===== src/rtl/cpu_types_pkg.sv =====
// cpu_types_pkg: shared CPU datapath types.
// Holds the fetch-queue entry layout and its default depth.
package cpu_types_pkg;

   localparam int unsigned WORD_BITS = 32;

   typedef logic [WORD_BITS-1:0] word_t;

   // One fetched instruction together with the PC+4 it was fetched at.
   typedef struct packed {
      word_t instr;
      word_t pc_plus_4;
   } fetch_entry_t;

   // Default number of entries for the fetch/decode instruction buffer.
   localparam int unsigned FETCH_QUEUE_DEPTH = 4;

endpackage


===== src/rtl/fetch_queue_mem.sv =====
// fetch_queue_mem: DEPTH-entry storage for fetch_queue.
// One synchronous write port, one asynchronous read port, contents not reset.
module fetch_queue_mem
   import cpu_types_pkg::*;
#(
   parameter int unsigned DEPTH   = FETCH_QUEUE_DEPTH,
   parameter int unsigned ENTRY_W = $bits(fetch_entry_t),
   parameter int unsigned ADDR_W  = $clog2(DEPTH)
) (
   input  logic               CLK,
   input  logic               we,
   input  logic [ADDR_W-1:0]  waddr,
   input  logic [ENTRY_W-1:0] wdata,
   input  logic [ADDR_W-1:0]  raddr,
   output logic [ENTRY_W-1:0] rdata
);

   logic [ENTRY_W-1:0] mem [DEPTH];

   // Write the addressed entry on an accepted store.
   always_ff @(posedge CLK) begin
      if (we) begin
         mem[waddr] <= wdata;
      end
   end

   // Head entry is read combinationally.
   always_comb begin
      rdata = mem[raddr];
   end

endmodule


===== src/rtl/fetch_queue.sv =====
// fetch_queue: in-order instruction buffer between fetch and decode.
// Optional feature: define FETCH_QUEUE_BYPASS_EN for a zero-latency
// empty-queue bypass from the push side straight to the pop outputs.
module fetch_queue
   import cpu_types_pkg::*;
#(
   parameter int unsigned DEPTH  = FETCH_QUEUE_DEPTH,
   parameter int unsigned WORD_W = 32
) (
   input  logic                       CLK,
   input  logic                       RST,
   input  logic                       flush,
   input  logic                       push_valid,
   output logic                       push_ready,
   input  logic [WORD_W-1:0]          push_instr,
   input  logic [WORD_W-1:0]          push_pc_plus_4,
   output logic                       pop_valid,
   input  logic                       pop_ready,
   output logic [WORD_W-1:0]          pop_instr,
   output logic [WORD_W-1:0]          pop_pc_plus_4,
   output logic [$clog2(DEPTH+1)-1:0] count
);

   localparam int unsigned PTR_W   = $clog2(DEPTH);
   localparam int unsigned CNT_W   = $clog2(DEPTH+1);
   localparam int unsigned ENTRY_W = 2 * WORD_W;

   logic [PTR_W-1:0]   rd_ptr;
   logic [PTR_W-1:0]   wr_ptr;
   logic [CNT_W-1:0]   count_q;
   logic [ENTRY_W-1:0] rd_entry;
   logic [ENTRY_W-1:0] wr_entry;
   logic               empty;
   logic               bypass;
   logic               bypass_take;
   logic               do_write;
   logic               do_read;
   logic [WORD_W-1:0]  head_instr;
   logic [WORD_W-1:0]  head_pc;

   fetch_queue_mem #(
      .DEPTH   (DEPTH),
      .ENTRY_W (ENTRY_W),
      .ADDR_W  (PTR_W)
   ) u_mem (
      .CLK   (CLK),
      .we    (do_write),
      .waddr (wr_ptr),
      .wdata (wr_entry),
      .raddr (rd_ptr),
      .rdata (rd_entry)
   );

   // Handshake qualification, bypass selection and NOP masking of the head.
   always_comb begin
      empty      = (count_q == '0);
      push_ready = (count_q != CNT_W'(DEPTH));
      wr_entry   = {push_instr, push_pc_plus_4};
`ifdef FETCH_QUEUE_BYPASS_EN
      bypass     = empty && push_valid && !flush;
`else
      bypass     = 1'b0;
`endif
      // A bypassed entry consumed in the same cycle never touches storage.
      bypass_take = bypass && pop_ready;
      pop_valid   = !empty || bypass;
      do_write    = push_valid && push_ready && !flush && !bypass_take;
      do_read     = pop_valid && pop_ready && !empty && !flush;
      if (bypass) begin
         head_instr = push_instr;
         head_pc    = push_pc_plus_4;
      end else begin
         head_instr = rd_entry[ENTRY_W-1:WORD_W];
         head_pc    = rd_entry[WORD_W-1:0];
      end
      pop_instr     = pop_valid ? head_instr : '0;
      pop_pc_plus_4 = pop_valid ? head_pc    : '0;
      count         = count_q;
   end

   // Pointer and occupancy update; flush clears everything in one cycle.
   always_ff @(posedge CLK or posedge RST) begin
      if (RST) begin
         rd_ptr  <= '0;
         wr_ptr  <= '0;
         count_q <= '0;
      end else if (flush) begin
         rd_ptr  <= '0;
         wr_ptr  <= '0;
         count_q <= '0;
      end else begin
         if (do_write) begin
            wr_ptr <= wr_ptr + PTR_W'(1);
         end
         if (do_read) begin
            rd_ptr <= rd_ptr + PTR_W'(1);
         end
         count_q <= count_q + CNT_W'(do_write) - CNT_W'(do_read);
      end
   end

endmodule


===== config.mk =====
export PLATFORM = sky130hd
export DESIGN_NAME = fetch_queue
export DESIGN_NICKNAME = d
export VERILOG_FILES = /design/src/rtl/cpu_types_pkg.sv /design/src/rtl/fetch_queue_mem.sv /design/src/rtl/fetch_queue.sv
export SDC_FILE = /design/constraint.sdc
export NUM_CORES = 1
export LEC_CHECK = 0
export CAP_MARGIN = 20
export CORE_MARGIN = 2
export CORE_UTILIZATION = 50
export CTS_BUF_LIST = sky130_fd_sc_hd__clkbuf_8
export DETAILED_ROUTE_END_ITERATION = 12
export PLACE_DENSITY_LB_ADDON = 0.12
export SYNTH_ARGS = -nofsm -noshare
export SYNTH_HDL_FRONTEND = slang
export SYNTH_SLANG_ARGS = --single-unit

===== constraint.sdc =====
create_clock -name CLK -period 2.7 [get_ports CLK]
set_clock_uncertainty 0.1 [all_clocks]
set_input_delay 0.54 -clock CLK [delete_from_list [all_inputs] [get_ports CLK]]
set_output_delay 0.54 -clock CLK [all_outputs]
set_load 0.005 [all_outputs]

==> flow_metrics.tcl, run 1 <==
set metrics [dict create \
    worstPathArrival_ns 2.13 \
    viasPerCell 5.26 \
    cts.clk_slew.worst_paths_ns 0.06 \
    drt_wl_total_mm 20.1 \
    grt_antenna_before_repair 0 \
    required_ns 2.06 \
    ys_warn_count 0 \
    crit_start "rd_ptr[0]$_DFFE_PP0P_" \
    status "complete, but fails checks" \
    fmax_ghz 0.361 \
    busiest_layer "met2" \
    worst_pin_slew_ns 0.415 \
    finalCriticalPeriod_ns 2.77 \
    grt.total_usage_pct 19.3 \
    fill_cells 1369 \
    num_rows 52 \
    grt_pass1_vias 5641 \
    dr.pass1.iters 6 \
    p_leak_nw 4.66 \
    post-place-cells 865 \
    cp_max_fo 6 \
    start_util_pct 50.5 \
    area_growth_pct 32.4 \
    ant_nets 0 \
    antenna_cells 0 \
    grt_use_met3_pct 4.91 \
    final_common_cell "edfxtp_1" \
    dp_hpwl_mm 11.4 \
    die-area_sq_mm 0.0214 \
    fin_crit_sh_pct 103 \
    mostFrequentLayoutCells "256 x edfxtp_1, 73 x clkdlybuf4s50_1, 64 x mux4_2" \
    io_buffers 137 \
    max_stage_delay_ns 0.51 \
    worstPathCellList "buf_12 > buf_12 > buf_12 > mux4_2 > and2_1 > buf_2" \
    regArea_sq_mm 0.00787 \
    irDropWorstVdd_uv 622 \
    coreArea_sq_mm 0.0200 \
    syn_nets 531 \
    cts_tree "built" \
    crit_path_start_kind "flop" \
    ys_ff_latch 263 \
    fp.dieW_microns 146 \
    crit_type "flop to primary output" \
    crit_top_cell "buf_12" \
    worst_slack_ns -0.0729 \
    violations "negative setup slack" \
    syn-cell-area_sq_mm 0.0101 \
    clk_latency_ns 0.51 \
    clockBufferDepth 3 \
    cts_buffers 42 \
    rsz0062_at_grt "yes" \
    drc 0 \
    reg2reg_to "count[2]$_DFF_PP0_" \
    clock_sinks 263 \
    multi_input_area_sq_mm 0.00226 \
    slew_headroom_pct 72.0 \
    htreeDepth 2 \
    drt_iter0_drc 338 \
    dieHeight_microns 146 \
    synth.avg_cell_area_sq_um 22.3 \
    gr-usage-met1_pct 25.7 \
    reg2reg_depth 11 \
    slowest_stage "dfrtp_4" \
    holdCritPathClass "input port to asynchronous set/reset pin" \
    wl_per_cell_microns 20.7 \
    instances_no_fill 971 \
    maxCapViolCount 0 \
    final_nets 748 \
    p_per_area_mw_per_mm2 923 \
    globalRouteOverflowTotal 0 \
    vias 5111 \
    clockRootBuffer "clkbuf_8" \
    yosysSeqAreaShare_pct 77.7 \
    drv_slew 0 \
    postCtsHoldBufs 0 \
    finalSetupViolCount 31 \
    drive_above_1_share_pct 42.7 \
    ios 138 \
    final_util_pct 66.9 \
    grt_first_pass_wirelength_mm 31.1 \
    syn-instance-count 455 \
    r2r_start "count[1]$_DFF_PP0_" \
    finalHoldViolations 0 \
    grt_max_degree 45 \
    rrSetupSlack_ns 0.23 \
    yosysUniqueCellTypes 22 \
    endpoint_kind "primary output" \
    place.gp.congestion 0.732 \
    met2_usage_pct 32.2 \
]
==> layer usage <==
metal  up-vias  routed length [microns]  share of wire, %
met4         0                      282               1.4
met2       152                    10200                51
met5         -                        0                 0
met3        22                     1160               5.8
met1      2648                     8490                42
li1       2289                        -                 -
==> cells by family (layout without fill, tap and decap cells) <==
group           Yosys count  in the layout  share of synthesized area [%]
buf+inv                  30            276                           1.58
fa+ha+maj                 7              7                          0.939
compound gates            4              4                          0.259
flops                   263            263                           77.7
mux                      65             65                           14.3
simple gates             83             83                           4.97
xor+xnor                  3              3                          0.260
==> how the worst max path moves through the flow <==
stage	slack, ns	to	cells after the start
6_report	-0.07	pop_pc_plus_4[15]	6
2_1_floorplan	0.14	count[2]$_DFF_PP0_	11
5_1_grt	-0.16	pop_pc_plus_4[15]	6
3_3_place_gp	-0.14	count[2]$_DFF_PP0_	12
3_5_place_dp	-0.26	count[2]$_DFF_PP0_	12
4_1_cts	-0.22	pop_pc_plus_4[10]	7
==> worst max-delay path: cells and delay by family, from the launching register on <==
family,cells,cell delay (ns)
buffers and inverters,4,0.54
AND/OR/NAND/NOR,1,0.16
flip-flops,1,0.51
multiplexers,1,0.39
==> power by group <==
group          internal [W]  total (W)  switching [W]  leakage, nW
sequential          0.00473    0.00480      0.0000694         2.41
combinational       0.00285    0.00454        0.00169         1.82
clock               0.00162    0.00304        0.00141        0.428
==> layout make-up <==
cell class / count / area share [%]
Clock buffer: 45 / 4.62
Clock inverter: 28 / 1.03
Tap cell: 270 / 2.52
Sequential cell: 263 / 58.7
Multi-Input combinational cell: 162 / 16.9
Timing Repair Buffer: 195 / 16.0
Inverter: 8 / 0.224
==> what timing repair did <==
item | in CTS | in global routing
pin swaps | 55 | 11
endpoints found under the setup margin | 65 | 66
gates cloned | 7 | 0
hold endpoints to repair | 0 | 0
setup buffers | 22 | 12
resized for setup | 326 | 50
==> through the flow <==
step,setup TNS [ns],instance area (sq um),total power (W),setup slack (ns),hold WS (ns)
final,-1.29,13400,0.0124,-0.0729,0.155
after global routing,-4.29,13400,0.0130,-0.155,0.155
after detailed placement,-0.260,12100,0.00839,-0.260,0.493
after global placement,-0.145,12100,0.00837,-0.145,0.473
after CTS,-5.15,13300,0.0124,-0.216,0.131
after floorplan,0,10100,0.00657,0.138,0.243
==> Yosys cell counts (all sizes together) <==
library cell	count	area share, %
a21oi	1	0.049
inv	8	0.30
clkbuf	9	0.33
edfxtp	256	76
nor3	2	0.099
o21ai	1	0.049
fa	1	0.20
and2	69	4.3
nor2	6	0.22
mux4	64	14
o31ai	1	0.074
nor2b	1	0.062
xor2	3	0.26
ha	6	0.74
dfrtp	7	1.7
nand2b	2	0.12
buf	13	0.95
or3	2	0.12
o311ai	1	0.087
mux2i	1	0.099
nor3b	1	0.074
==> flip-flops by register name, indices dropped and copies added (netlist names) <==
name,cells
count,3
rd_ptr,2
wr_ptr,2
u_mem.mem,256
(Power assumes the default switching activity.)
==> run 2: changes to the inputs <==
Settings changed: SETUP_SLACK_MARGIN set to 0.5.
==> run 2 against run 1 <==
- the flow still finishes with violations (negative setup slack)
- worst hold slack lost 0.0071 ns
- wire length rose by 6.2%
- clock-buffer cell count stayed put
- design area increased by 1.5%
- non-clock buffer count rose by 20
- global-route usage decreased by 0.68 points
- cell count is 2.0% higher
- total power is 0.81% higher
- first-iteration DRC count decreased by 12%
==> flow_metrics.tcl, run 2 (same netlist as run 1, synthesis figures left out) <==
set metrics [dict create \
    rrSetupSlack_ns 0.11 \
    endpoint_kind "primary output" \
    cts_buffers 44 \
    drt_wl_total_mm 21.4 \
    mostFrequentLayoutCells "256 x edfxtp_1, 68 x clkdlybuf4s50_1, 64 x mux4_2" \
    required_ns 2.06 \
    seq_power_share_pct 38.6 \
    drc 0 \
    grt_max_degree 47 \
    wl_per_cell_microns 21.6 \
    fin_crit_sh_pct 104 \
    p_leak_nw 4.82 \
    comb_power_share_pct 37.9 \
    power_switching_w 0.00327 \
    postCtsHoldBufs 0 \
    die-area_sq_mm 0.0214 \
    viasPerCell 5.31 \
    crit_start "rd_ptr[0]$_DFFE_PP0P_" \
    htreeDepth 2 \
    largest_register_ffs 256 \
    cp_max_fo 5 \
    area_growth_pct 34.4 \
    crit_path_start_kind "flop" \
    reg2reg_to "count[2]$_DFF_PP0_" \
    ios 138 \
    cts.clk_slew.worst_paths_ns 0.06 \
    reg2reg_depth 14 \
    finalSetupViolCount 41 \
    dieHeight_microns 146 \
    switching_share_pct 26.3 \
    drive_above_1_share_pct 45.7 \
    final_nets 770 \
    clk_latency_ns 0.52 \
    critPathCapture "pop_pc_plus_4[18]" \
    clock_sinks 263 \
    dpl_cell_area_sq_mm 0.0120 \
    grt.total_usage_pct 18.6 \
    worstPathArrival_ns 2.18 \
    regArea_sq_mm 0.00787 \
    r2r_start "count[2]$_DFF_PP0_" \
    cts_tree "built" \
    clockRootBuffer "clkbuf_8" \
    globalRouteOverflowTotal 0 \
    worst_slack_ns -0.118 \
    final_common_cell "edfxtp_1" \
    stdcell_area_sq_mm 0.0136 \
    vias 5258 \
    slew_headroom_pct 67.7 \
    p_per_area_mw_per_mm2 916 \
    dr.pass1.iters 4 \
    ant_nets 0 \
    internal_power_w 0.00920 \
    place.gp.congestion 0.712 \
    grt_first_pass_wirelength_mm 30.4 \
    finalHoldViolations 0 \
    dp_hpwl_mm 11.1 \
    grt_antenna_before_repair 0 \
    holdCritPathClass "input port to asynchronous set/reset pin" \
    crit_type "flop to primary output" \
    grt_pass1_vias 5592 \
    finalCriticalPeriod_ns 2.82 \
    multi_input_area_sq_mm 0.00230 \
    status "complete, but fails checks" \
    antenna_cells 0 \
    coreArea_sq_mm 0.0200 \
    violations "negative setup slack" \
    fmax_ghz 0.355 \
    fp.dieW_microns 146 \
    irDropWorstVdd_uv 529 \
    p_clk_share_pct 23.5 \
    fill_cells 1362 \
    start_util_pct 50.5 \
    clockBufferDepth 3 \
    drv_slew 0 \
    top_register "u_mem.mem" \
    hold_ws_ns 0.148 \
    num_rows 52 \
    io_buffers 137 \
    rsz0062_at_grt "yes" \
    maxCapViolCount 0 \
    worst_pin_slew_ns 0.478 \
    drt_iter0_drc 298 \
]
## run 2: cell type report
cell class | count | area share [%]
multi-input combinational | 162 | 16.9
clock buffer | 45 | 4.55
timing repair buffer | 215 | 17.2
inverter | 8 | 0.221
clock inverter | 27 | 0.763
sequential | 263 | 57.8
tap | 270 | 2.48
## run 2: power groups by stage
stage                     combinational [W]  sequential [W]  clock (W)
after floorplan                     0.00172         0.00487          0
after global placement              0.00346         0.00489          0
after detailed placement            0.00348         0.00491          0
after CTS                           0.00372         0.00482    0.00302
after global routing                0.00504         0.00482    0.00321
final                               0.00473         0.00481    0.00293
## run 2: worst min path at each step
stage,from,endpoint,slack (ns)
finish,RST,count[2]$_DFF_PP0_,0.15
global route,RST,count[2]$_DFF_PP0_,0.16
CTS,RST,count[2]$_DFF_PP0_,0.13
detailed placement,wr_ptr[1]$_DFFE_PP0P_,wr_ptr[1]$_DFFE_PP0P_,0.51
global placement,wr_ptr[1]$_DFFE_PP0P_,wr_ptr[1]$_DFFE_PP0P_,0.47
floorplan,RST,count[0]$_DFF_PP0_,0.24
## run 2: what timing repair did
| item | CTS | global route |
|---|---|---|
| endpoints found under the setup margin | 69 | 327 |
| gates resized for setup | 167 | 174 |
| pin swaps | 8 | 22 |
| setup buffers | 10 | 32 |
| gates cloned | 1 | 12 |
## run 2: stage by stage
step                      worst slack, ns  TNS (ns)  cells  total power, W  util (%)
after floorplan                     0.361         0    455         0.00659         -
after global placement            -0.0170   -0.0170    863         0.00835      60.1
after detailed placement           -0.115    -0.115    863         0.00839      60.1
after CTS                          -0.332     -9.71    946          0.0116      64.5
after global routing               -0.189     -5.80    990          0.0131      67.9
final                              -0.118     -1.97    990          0.0125      67.9
## run 2: critical path: stages, from the launching register on
cell and delay, ns:
dfrtp_4 0.53, buf_6 0.16, clkbuf_16 0.15, buf_4 0.13, mux4_2 0.40, and2_1 0.16, buf_2 0.13
## run 2: metal layers
| layer | GRT usage, % | share of wire, % |
|---|---|---|
| met5 | 0 | 0 |
| met4 | 5.44 | 2.0 |
| met3 | 4.19 | 5.5 |
| met2 | 31.2 | 50 |
| met1 | 24.8 | 43 |
==> run 3: changes to the inputs <==
Settings changed: ABC_CLOCK_PERIOD_IN_PS set to 2700, TNS_END_PERCENT set to 100.
==> results of run 3 <==
No change in the layout: final DEF, timing and power equal those of run 2.
==> variant 1, RTL diff (settings of run 3) <==
Make the reset (`RST`) synchronous in one clocked block. Comments in the files are not updated.
--- a/src/rtl/fetch_queue.sv
+++ b/src/rtl/fetch_queue.sv
@@ -79,7 +79,7 @@
    end
 
    // Pointer and occupancy update; flush clears everything in one cycle.
-   always_ff @(posedge CLK or posedge RST) begin
+   always_ff @(posedge CLK) begin
       if (RST) begin
          rd_ptr  <= '0;
          wr_ptr  <= '0;
Function: differs if RST is asserted again (counterexample within 4 cycles, from zero or initial values and one cycle with RST high); with RST held inactive, the same outputs for 4 cycles.
==> variant 1 against run 3 <==
The run still ends with negative setup slack left. Count of clock-buffer cells in the layout shrank 4. Critical path depth grew 1. Worst setup slack gained 61 ps. Routed wire length shrank 0.91%. Cell area grew 1.6%. Die area grew 0.81%. Final cell count grew 0.71%. Sequential share of layout area shrank 0.81 points. Sequential cell count grew 2. Area after synthesis grew 0.84%. Highest routed layer is now met5.
Power is not compared: it rests on default switching activity, and its combinational part moved more than twofold at a synthesized area within 25%.
==> variant 1: results (changes against run 3) <==
| Metric | Value |
|---|---|
| GPL Wtd Cong | 0.690 (-3.1%) |
| Sequential-to-total area share from yosys stat | 77.1% (-0.60 points) |
| Path type of the worst min-delay path | reg2reg |
| # setup viols final | 30 (-27%) |
| Syn_nets | 531 (unchanged) |
| H-tree depth | 2 (unchanged) |
| Clock Tree Buf Depth | 3 (unchanged) |
| Worst-path clk slew | 60 ps (about the same) |
| Final Worst Setup Slack | -56.7 ps (+61.4 ps) |
| Routed WL | 21.2 mm (-0.91%) |
| Nets | 775 (+0.65%) |
| Worst VDD drop | between 300 and 400 µV |
| CTS root buffer | clkbuf_8 |
| Largest cells by area after synthesis | edfxtp_1, mux4_2, and2_1 |
| Dpl cell area | 12100 µm² (+0.79%) |
| Total number of vias | 5239 (-0.36%) |
| 1st-iter DRT viols | 251 (-16%) |
| Vias in the first global route | 5730 (+2.5%) |
| Failing checks | negative setup slack |
| Detail Placement HPWL | 11.5 mm (+3.6%) |
| Max reg flops | 256 (unchanged) |
| Fraction of registers with async set or reset after synthesis | 0% (-2.7 points) |
| Global-route wire length before repair | 32.7 mm (+7.6%) |
| Critical Path AT | 2120 ps (-60 ps) |
| Gr usage total | 20.2% (+1.6 points) |
| Initial antenna violation count | 1 (+1) |
| Placement Rows | 52 (unchanged) |
| Synth warn | 0 (unchanged) |
| Final Util | 68.8% (+0.88 points) |
| Largest Register | u_mem.mem |
| Run status | complete, but fails checks |
| Inserted Clock Buffers | 41 (-6.8%) |
| Slew @ Worst Pin | 453 ps (-24.4 ps) |
| Share of cells above drive strength 1 | 46.1% (+0.39 points) |
| N_diodes | 0 (unchanged) |
| Largest net degree at the start of global routing | 52 (+11%) |
| Crit Path Max Fanout | 5 (unchanged) |
| Leakage | 4.80 nW |
| Number of synthesized flops with an enable pin | 256 (unchanged) |
| Post-synth top cells | edfxtp_1, and2_1, mux4_2 |
| Final setup TNS | -672 ps (+1300 ps) |
| Layout fillers | 1301 (-4.5%) |
| Port Buffer Count | 137 (unchanged) |
| Skew-Pair Late Insertion Delay | 520 ps (about the same) |
| Count of cell types in the netlist | 26 (+18%) |
| DR pass1 iterations | 4 (unchanged) |
-- variant 1: cell count changes in the layout (fill, tap and decap cells not counted), sizes merged, moves of 3 or more --
| cell | run 3 | this run |
|---|---|---|
| buf | 99 | 148 |
| clkbuf | 90 | 44 |
| dfxtp | 0 | 9 |
| dfrtp | 7 | 0 |
| and3 | 0 | 4 |
| nor2 | 6 | 2 |
| inv | 24 | 21 |
-- variant 1: area by class of cell --
| cell class | count | area share [%] |
|---|---|---|
| clock inverters | 30 | 0.896 |
| multi-input cells | 163 | 16.8 |
| repair buffers | 223 | 18.6 |
| clock buffers | 41 | 4.08 |
| inverters | 5 | 0.136 |
| well taps | 270 | 2.44 |
| flip-flops and latches | 265 | 57.0 |
-- variant 1: kinds of logic after synthesis --
family / after synthesis / synth area share [%]
flip-flops: 265 / 77.1
AND/OR/NAND/NOR: 84 / 5.02
multiplexers: 64 / 14.3
buffers and inverters: 27 / 2.12
adder cells (fa/ha/maj): 7 / 0.931
AO/OA/AOI/OAI: 4 / 0.257
XOR/XNOR: 4 / 0.343
-- variant 1: report_power, final --
part | total [mW] | switching (mW) | internal, mW
clock network | 2.85 | 1.44 | 1.41
registers | 4.59 | 0.0158 | 4.57
logic | 0.581 | 0.224 | 0.357
-- variant 1: layer usage --
layer,wire length [µm],track usage [%]
met4,313,5.29
met2,10800,34.1
met1,8740,26.3
met3,1320,5.53
met5,16,0
-- variant 1: path summary, 6_finish.rpt --
check,depth (start not counted),from,to,slack (ps)
max reg2reg,12,count[0]$_SDFF_PP0_,count[2]$_SDFF_PP0_,280
min reg2reg,2,wr_ptr[1]$_SDFFE_PP0N_,wr_ptr[1]$_SDFFE_PP0N_,390
min,2,wr_ptr[1]$_SDFFE_PP0N_,wr_ptr[1]$_SDFFE_PP0N_,390
max,7,register,pop_instr[31],-60
-- variant 1: through the flow --
step                worst slack [ps]  std cells  power [mW]
detailed placement             -96.1        865        5.13
CTS                             -107        989        8.08
floorplan                        317        455        4.84
global placement               -27.9        865        5.11
finish                         -56.7        997        8.02
global route                    -137        997        8.34
-- variant 1: critical path: stages, from the launching register on --
cell	delay [ps]
dfxtp_4	380
buf_12	120
buf_8	110
buf_16	120
buf_6	90
mux4_2	500
and2_4	160
buf_6	110
-- variant 1: repair_timing --
item / 4_1_cts / 5_1_grt
cloned: 8 / 0
buffers inserted: 45 / 8
pin swaps: 65 / 4
setup endpoints to repair: 67 / 68
gates resized for setup: 409 / 22
==> variant 2, RTL diff (flow settings as in run 3) <==
Made on the original files. Change the parameter `WORD_W` from 32 to 64.
--- a/src/rtl/fetch_queue.sv
+++ b/src/rtl/fetch_queue.sv
@@ -5,7 +5,7 @@
    import cpu_types_pkg::*;
 #(
    parameter int unsigned DEPTH  = FETCH_QUEUE_DEPTH,
-   parameter int unsigned WORD_W = 32
+   parameter int unsigned WORD_W = 64
 ) (
    input  logic                       CLK,
    input  logic                       RST,
Ports: changed (resized pop_instr, pop_pc_plus_4, push_instr and push_pc_plus_4); port bits go from 138 to 266. The function was not compared with the original's and may differ.
==> variant 2 against run 3 <==
The run still ends with negative setup slack left. Worst setup slack got worse by 370 ps. Sequential cell count increased by 256. Routed wire length increased by 93%. Area after synthesis increased by 96%. Count of clock-buffer cells in the layout increased by 39. Via count increased by 86%. Critical path depth decreased by 1. Total power increased by 86%. Clock power increased by 100%. Largest power group unchanged. Cell area increased by 91%. Synthesized cell count increased by 89%. Critical path type unchanged.
==> variant 2: results (changes against run 3) <==
| Metric | Value |
|---|---|
| WL/cell | 22.2 µm (+2.6%) |
| Inst Count DP | 1666 (+93%) |
| Sw Pwr | 6.12 mW (+87%) |
| Multi-input gate area | 4140 µm² (+80%) |
| Worst VDD drop | 796 µV (+51%) |
| Final Worst Setup Slack | -488 ps (-370 ps) |
| Worst slack, placed | -111 ps (+4.22 ps) |
| Run status | complete, but fails checks |
| DR pass1 iterations | 5 (+1) |
| Inserted Clock Buffers | 82 (+86%) |
| Main synth FF type | edfxtp_1 |
| GR Util met1 | 25.4% (+0.63 points) |
| 1st-iter DRT viols | 539 (+81%) |
| GPL Wtd Cong | 0.734 (+3.1%) |
| # setup viols final | 128 (+210%) |
| Dpl cell area | 23800 µm² (+98%) |
| Sequential-to-total area share from yosys stat | 78.6% (+0.90 points) |
| Fraction of registers with async set or reset after synthesis | 1.35% (-1.3 points) |
| Gr usage total | 19.8% (+1.3 points) |
| Largest Register | u_mem.mem |
| Critical Path AT | 2550 ps (+370 ps) |
| CP Launch Point | rd_ptr[0]$_DFFE_PP0P_ |
| CTS root buffer | clkbuf_8 |
| H-tree depth | 3 (+1) |
| Leakage | 8.99 nW (+86%) |
| Path type of the worst min-delay path | in2async |
| Syn_nets | 1001 (+89%) |
| Nets | 1428 (+85%) |
| Largest net degree at the start of global routing | 70 (+49%) |
| Detail Placement HPWL | 25.3 mm (+130%) |
| Skew-Pair Late Insertion Delay | 600 ps (+80 ps) |
| Count of cell types in the netlist | 23 (+4.5%) |
| Number of synthesized flops with an enable pin | 512 (+100%) |
| Final setup TNS | -35240 ps (-33270 ps) |
| Avg Cell Area, Syn | 23.0 µm² (+3.3%) |
| Total number of vias | 9770 (+86%) |
| Relative slew slack | 73.7% (+6.0 points) |
| Failing checks | negative setup slack |
| Layout fillers | 2583 (+90%) |
| Met2 Usage GRT | 32.6% (+1.4 points) |
| Largest cells by area after synthesis | edfxtp_1, mux4_2, and2_1 |
| Clk pwr share | 25.2% (+1.7 points) |
| Initial antenna violation count | 5 (+5) |
| Share of cells above drive strength 1 | 35.2% (-10 points) |
| Max reg flops | 512 (+100%) |
| Port Buffer Count | 265 (+93%) |
| Sequential Power Share | 40.5% (+1.9 points) |
| Vias in the first global route | 10361 (+85%) |
| DR vias/cell | 5.25 (-1.2%) |
| Pwr dens | 897 nW/µm² (-2.1%) |
| Global-route wire length before repair | 60.8 mm (+100%) |
| Post-synth top cells | edfxtp_1, and2_1, mux4_2 |
| Crit Path Max Fanout | 10 (+5) |
| Met3 Usage GRT | 6.08% (+1.9 points) |
## variant 2: cell types whose count changed after synthesis, sizes merged
cell           run 3  this run
buf               13        27
and2              69       133
mux4              64       128
clkbuf             9        17
edfxtp           256       512
## variant 2: logic make-up after synthesis
logic type / count (synthesis) / synth area share [%]
flops: 519 / 78.6
simple gates: 147 / 4.56
mux: 129 / 14.6
buf+inv: 52 / 1.52
fa+ha+maj: 7 / 0.480
compound gates: 4 / 0.133
xor+xnor: 3 / 0.133
## variant 2: cell type report
cell class | instances | area share, %
sequential | 519 | 60.0
multi-input combinational | 290 | 16.0
timing repair buffer | 387 | 15.9
clock buffer | 84 | 4.46
tap | 518 | 2.50
clock inverter | 54 | 1.04
inverter | 8 | 0.116
antenna | 1 | 0.00965
## variant 2: final timing paths
check                           slack (ps)  cells past startpoint                         end
worst max-delay path                  -490                      5           pop_pc_plus_4[28]
worst min-delay path                    80                      2          count[0]$_DFF_PP0_
worst max register to register         170                     14          count[2]$_DFF_PP0_
worst min register to register         500                      2       wr_ptr[1]$_DFFE_PP0P_
max in group asynchronous             2170                      2       rd_ptr[1]$_DFFE_PP0P_
min in group CLK                       450                      1  u_mem.mem[1][17]$_DFFE_PP_
## variant 2: what timing repair did
| item | CTS | global route |
|---|---|---|
| setup endpoints to repair | 135 | 142 |
| gates resized for setup | 174 | 154 |
| setup buffers | 18 | 30 |
| pin swaps | 0 | 11 |
| cloned | 1 | 7 |
## variant 2: per-layer routing
layer,vias to the layer above,wire [µm]
met5,-,47
met4,8,756
met3,71,2930
met2,264,21000
met1,5044,16500
li1,4383,-
## variant 2: worst max-delay path, stage by stage (launching register included)
cell             delay, ps
dfrtp_4                450
buf_12                 190
buf_4                  170
mux4_2                 500
and2_1                 180
clkdlybuf4s50_1        450
